**config.mk**
```make
export PLATFORM = sky130hd
export DESIGN_NAME = timebase_v2
export DESIGN_NICKNAME = d
export VERILOG_FILES = /design/src/rtl/timebase_v2.sv
export SDC_FILE = /design/constraint.sdc
export NUM_CORES = 1
export LEC_CHECK = 0
export BUFFER_PORTS_ARGS = -buffer_cell sky130_fd_sc_hd__buf_2
export CORE_ASPECT_RATIO = 1.5
export CORE_MARGIN = 2
export CORE_UTILIZATION = 35
export DETAILED_ROUTE_END_ITERATION = 8
export SYNTH_ARGS = -nofsm -noshare
export SYNTH_HDL_FRONTEND = slang
export SYNTH_SLANG_ARGS = --single-unit
```
**constraint.sdc**
```tcl
create_clock -name clk -period 5 [get_ports clk]
set_input_delay 0.25 -clock clk [delete_from_list [all_inputs] [get_ports clk]]
set_output_delay 0.25 -clock clk [all_outputs]
set_load 0.01 [all_outputs]
```
**src/rtl/timebase_v2.sv**
```systemverilog
// Free-running timebase with a split lo/hi counter (registered carry), tap strobes
// on selected ticks bits, a wrap strobe, and a one-shot compare alarm.
module timebase_v2 #(
    parameter int WIDTH    = 27,
    parameter int LO_WIDTH = 12,
    parameter int NTAPS    = 6,
    parameter int TAP_MODE = 0
) (
    input  logic             clk,
    input  logic             rst,
    input  logic             en,
    input  logic             clr,
    input  logic             cmp_arm,
    input  logic [WIDTH-1:0] cmp_val,
    output logic [WIDTH-1:0] ticks,
    output logic [NTAPS-1:0] taps,
    output logic             wrap,
    output logic             alarm
);
    localparam int HI_W = WIDTH - LO_WIDTH;

    logic [LO_WIDTH-1:0] lo_q, lo_dly_q;
    logic [HI_W-1:0]     hi_q;
    logic                carry_q;
    logic [WIDTH-1:0]    ticks_q, ticks_d;
    logic [NTAPS-1:0]    prev_q, edge_q, taps_q, tap_bit, edge_d;
    logic                wrap_q, wrap_d;
    logic                armed_q, alarm_q;
    logic [WIDTH-1:0]    cmp_q;

    // lo is delayed one stage so it lines up with hi after the registered carry
    assign ticks_d = {hi_q, lo_dly_q};
    assign wrap_d  = (&ticks_q) && (ticks_d == '0);

    for (genvar k = 0; k < NTAPS; k++) begin : g_tap
        localparam int TBIT = (k * (WIDTH - 1)) / (NTAPS - 1);
        assign tap_bit[k] = ticks_q[TBIT];
    end

    assign edge_d = (TAP_MODE != 0) ? (tap_bit & ~prev_q) : (tap_bit ^ prev_q);

    always_ff @(posedge clk or posedge rst) begin
        if (rst) begin
            lo_q     <= '0;
            lo_dly_q <= '0;
            carry_q  <= 1'b0;
            hi_q     <= '0;
            ticks_q  <= '0;
            prev_q   <= '0;
            edge_q   <= '0;
            taps_q   <= '0;
            wrap_q   <= 1'b0;
        end else if (clr) begin
            lo_q     <= '0;
            lo_dly_q <= '0;
            carry_q  <= 1'b0;
            hi_q     <= '0;
            ticks_q  <= '0;
            prev_q   <= '0;
            edge_q   <= '0;
            taps_q   <= '0;
            wrap_q   <= 1'b0;
        end else begin
            if (en) lo_q <= lo_q + 1'b1;
            carry_q  <= en && (&lo_q);
            hi_q     <= hi_q + HI_W'(carry_q);
            lo_dly_q <= lo_q;
            ticks_q  <= ticks_d;
            prev_q   <= tap_bit;
            edge_q   <= edge_d;
            taps_q   <= edge_q;
            wrap_q   <= wrap_d;
        end
    end

    // Alarm path ignores clr; an arm strobe wins over a match on the old value
    always_ff @(posedge clk or posedge rst) begin
        if (rst) begin
            armed_q <= 1'b0;
            cmp_q   <= '0;
            alarm_q <= 1'b0;
        end else if (cmp_arm) begin
            armed_q <= 1'b1;
            cmp_q   <= cmp_val;
            alarm_q <= 1'b0;
        end else if (armed_q && (ticks_q == cmp_q)) begin
            armed_q <= 1'b0;
            alarm_q <= 1'b1;
        end else begin
            alarm_q <= 1'b0;
        end
    end

    assign ticks = ticks_q;
    assign taps  = taps_q;
    assign wrap  = wrap_q;
    assign alarm = alarm_q;
endmodule

```
==> results by stage <==
Critical path:
- The data required time at the worst endpoint is 5.26 ns.
- Of all nets on the critical path, the largest fanout is 5.
- The last element of the critical path is hi_q[10].
- The total stage count of the critical path is 6.
- The cell type with the highest occurrence count on the critical path is sky130_fd_sc_hd__ha_1.
- The worst setup path is captured at a register.
- By startpoint and endpoint, the worst setup path is classified as register to register.
- The arrival time of the worst setup path is 2.09 ns.
- The reg-to-reg critical path startpoint is hi_q[0].
- The setup check on the worst reg-to-reg path leaves a slack of 3.16 ns.
- Together, buffers and inverters on the worst path number 0.
- In this design, the stage delay of the slowest critical-path cell is 0.38 ns.
- The source of the critical timing path is hi_q[0].
- The endpoint identified for the worst register-to-register timing path is hi_q[10].
- The slowest stage of the critical path is the sky130_fd_sc_hd__dfrtp_1 cell.
- In this design, the largest share of critical-path delay is due to simple AND/OR/NAND/NOR gates.
- Traced cell by cell, the critical path runs through ha_1 -> ha_1 -> and4_1 -> or3b_1 -> xor2_1 -> nor2_1.
- For the worst flop-to-flop path, the logic depth is 6.
- The startpoint kind of the worst setup timing path is a register.

STA:
- In this run the tightest slew margin relative to its limit is 0.470.
- The maximum clock rate is 0.545 GHz.
- At the pin with the least slew margin, the transition time is 0.794 ns.
- The max-slew violation count was 0.
- Setup violations remaining at the end of the flow were counted as 0.
- The post-route minimum period is 1.84 ns.
- The tightest hold path in the finished design has a slack of -0.00357 ns.
- Setup repair after global routing left no endpoint under its margin.
- The number of hold violations in the final report came to 14.
- For the final database, setup skew stands at 0.00719 ns.
- Of the available clock period, the critical path in the final layout requires 0.367.
- The slack of the critical path is 3.16 ns.
- The final sum of negative setup slack is 0 ns.

Outcome:
- The final reports fail on hold timing.
- The run finished, with violations left.

Clocking:
- The tree built by TritonCTS fans out to 115 sinks.
- The number of buffers inserted by hold repair at cts is 0.
- TritonCTS built the clock tree.
- The clock reaches the later pin of the worst-skew pair after 0.41 ns.
- The level count of the clock H-tree is 4.
- The clock root buffer is sky130_fd_sc_hd__clkbuf_16.
- The maximum clock insertion buffer count is 2.
- The number of gates resized after cts is 0.
- Once the clock tree was built, the setup fixing pass inserted 0 buffers.
- The number of buffers created by CTS is 17.
- Clock-pin slew was measured on the worst setup and hold paths at 0.05 ns.

Finish:
- The filler cells instantiated in the layout total 1195.
- Of the cells placed in the final design, the portion with a size suffix greater than 1 is 0.271.
- The footprint of the multi-input gates is 1730 um^2.
- The final design utilization is 0.442.
- The repair_antennas step left the layout with diodes totalling 0.
- In the final design database the tool counted 483 nets.
- The area growth from synthesis to layout is 23.3%.
- The sequential cell area is 2880 um^2.

GRT:
- Across every metal layer, demand over resource in global routing totals 0.147.
- The initial antenna violation count is 0.
- The via count of the first global-routing pass was 3064.
- The first global-routing pass estimated 16300 um of wire.
- The global-route congestion overflow total is 0.
- Entering global routing, the biggest net connects 67 pins.

Floorplan:
- The die boundary height is 146 um.
- The initialized floorplan defines 51 standard-cell rows.
- For this configuration, the core starts out at a cell density of 0.359.
- The die covers 14300 um^2.
- After floorplanning, the core was sized to cover 13000 um^2.
- In this run the horizontal extent of the chip is 98.3 um.
- During I/O placement, the number of pins put on the boundary was 67.

Route:
- The number of nets with antenna violations after detailed routing is 0.
- The via count is 2932.
- In the routed design, unresolved DRC markers number 0.
- Using the TritonRoute via totals, the vias-per-cell ratio works out to 4.73.
- The wire length per cell after detailed routing is 15.6 um.
- The first-pass iteration count of the detailed router is 4.
- The wire length reported by the detailed router is 9690 um.
- The detailed router finished its first iteration with 163 violations.

Logic synthesis:
- The xor/xnor share of the synthesized area is 0.101.
- The cell area that synthesis handed to floorplanning was 4670 um^2.
- After synthesis, the largest family of logic cells by area is simple AND/OR/NAND/NOR gates.
- The sequential share of the synthesized area is 0.616.
- The post-synthesis simple-gate area fraction is 0.185.
- Yosys printed 0 warnings.
- The synthesized design contains 0 enable-type register cells.
- The number of nets produced by synthesis is 410.
- The portion of synthesized area spent on multiplexers is 0.0696.
- The area fraction in compound gates after synthesis came to 0.00643.
- Synthesis inferred 115 register bits.
- The synthesized netlist contains 33 unique library cells.
- The share of synthesized flip-flops with an asynchronous set or reset is 1.00.
- The average cell area after synthesis is 12.5 um^2.
- The count of mapped cells out of synthesis is 375.
- The most common flop cell mapped by yosys is sky130_fd_sc_hd__dfrtp_1.
- Of the total synthesized cell area, the portion taken by full adders, half adders and majority gates is 0.00803.

Place:
- The worst slack at placement is 3.20 ns.
- The last weighted congestion value of the routability-driven placer is 0.776.
- The count of port buffers added during placement is 66.
- Once detailed placement completed, the half-perimeter wirelength came to 6920 um.

Pwr:
- The worst IR drop on VDD is 0.211 mV.
- The power per cell area is 395 nW/um^2.
- The leakage component of the power is 2.74 nW.

Hold path:
- In this run the worst hold path is classified as input port to asynchronous set/reset pin.

Run:
- The count of maximum capacitance violations is 0.
metrics by stage:
step / instance area [um^2] / hold WS [ns] / power, mW / instances
after floorplan: 4670 / 0.323 / 1.06 / 375
after global placement: 5160 / 0.446 / 1.09 / 588
after detailed placement: 5160 / 0.454 / 1.09 / 588
after CTS: 5760 / 0.0232 / 2.30 / 620
after global routing: 5760 / 0.0604 / 2.37 / 620
final: 5760 / -0.00357 / 2.28 / 620
how the worst min path moves through the flow:
stage,from,slack [ns],end,cells after the start
after CTS,rst,0.02,cmp_q[17],2
after global placement,rst,0.45,ticks[20],2
after global routing,cmp_val[6],0.06,cmp_q[6],2
final,rst,-0.004,hi_q[5],2
after detailed placement,rst,0.45,cmp_q[17],2
after floorplan,clr,0.32,ticks[26],1
metal layers:
metal / vias to the layer above / routed length (um) / global-route usage
met4: 0 / 137 / 0.0555
met2: 66 / 5150 / 0.247
met3: 8 / 451 / 0.0485
li1: 1415 / - / -
met5: - / 0 / 0
met1: 1443 / 3950 / 0.172
sequential cells by signal (all words and copies together) (netlist names), 6 cells and up:
signal    cells
ticks        27
lo_q         12
cmp_q        27
lo_dly_q     12
prev_q        6
hi_q         15
taps          6
edge_q        6
where the power goes:
part	total [mW]	switching, mW	internal, mW
registers	0.976	0.0182	0.958
logic	0.0971	0.0532	0.0439
clock network	1.20	0.399	0.805
cell usage after synthesis, drive strengths merged (2+ instances only):
library cell	number	area, um^2
o21ai	2	10.0
dfrtp	115	2880
clkbuf	11	41.3
mux2	28	315
nor3	7	40.0
a21oi	2	10.0
nand3	10	50.1
nor2b	52	328
inv	3	11.3
buf	3	13.8
nand2	11	41.3
ha	3	37.5
nand4	12	75.1
or3	2	12.5
xnor2	21	184
nor2	32	120
and4	3	26.3
xor2	33	289
nor4	16	106
placed cells by master, fill, tap and decap left out, types with 4 or more instances in the layout:
cell type | netlist | final
sky130_fd_sc_hd__dfrtp_1 | 115 | 115
sky130_fd_sc_hd__buf_2 | 2 | 66
sky130_fd_sc_hd__nor2b_1 | 51 | 51
sky130_fd_sc_hd__xor2_1 | 33 | 33
sky130_fd_sc_hd__nor2_1 | 32 | 32
sky130_fd_sc_hd__mux2_2 | 24 | 24
sky130_fd_sc_hd__xnor2_1 | 21 | 21
sky130_fd_sc_hd__clkbuf_16 | 0 | 17
sky130_fd_sc_hd__nor4_1 | 15 | 15
sky130_fd_sc_hd__nand4_1 | 12 | 12
sky130_fd_sc_hd__nand2_1 | 11 | 11
sky130_fd_sc_hd__nand3_1 | 10 | 10
sky130_fd_sc_hd__nor3_1 | 6 | 6
sky130_fd_sc_hd__clkinv_2 | 0 | 5
sky130_fd_sc_hd__mux2_1 | 4 | 4
area by class of cell:
class,instances,share of cell area
Sequential cell,115,0.500
Clock buffer,22,0.0806
Timing Repair Buffer,68,0.0600
Multi-Input combinational cell,243,0.300
Tap cell,159,0.0345
Inverter,3,0.00239
Clock inverter,10,0.0228
logic make-up after synthesis:
family          Yosys count
mux                      29
fa+ha+maj                 3
xor+xnor                 54
flops                   115
simple gates            152
compound gates            5
buf+inv                  17
worst reg2reg max path, cell delays in order (launching register included):
cell and delay [ns]:
sky130_fd_sc_hd__dfrtp_1 0.38, sky130_fd_sc_hd__ha_1 0.22, sky130_fd_sc_hd__ha_1 0.22, sky130_fd_sc_hd__and4_1 0.29, sky130_fd_sc_hd__or3b_1 0.38, sky130_fd_sc_hd__xor2_1 0.14
sky130_fd_sc_hd__nor2_1 0.06
(Power assumes the default switching activity.)
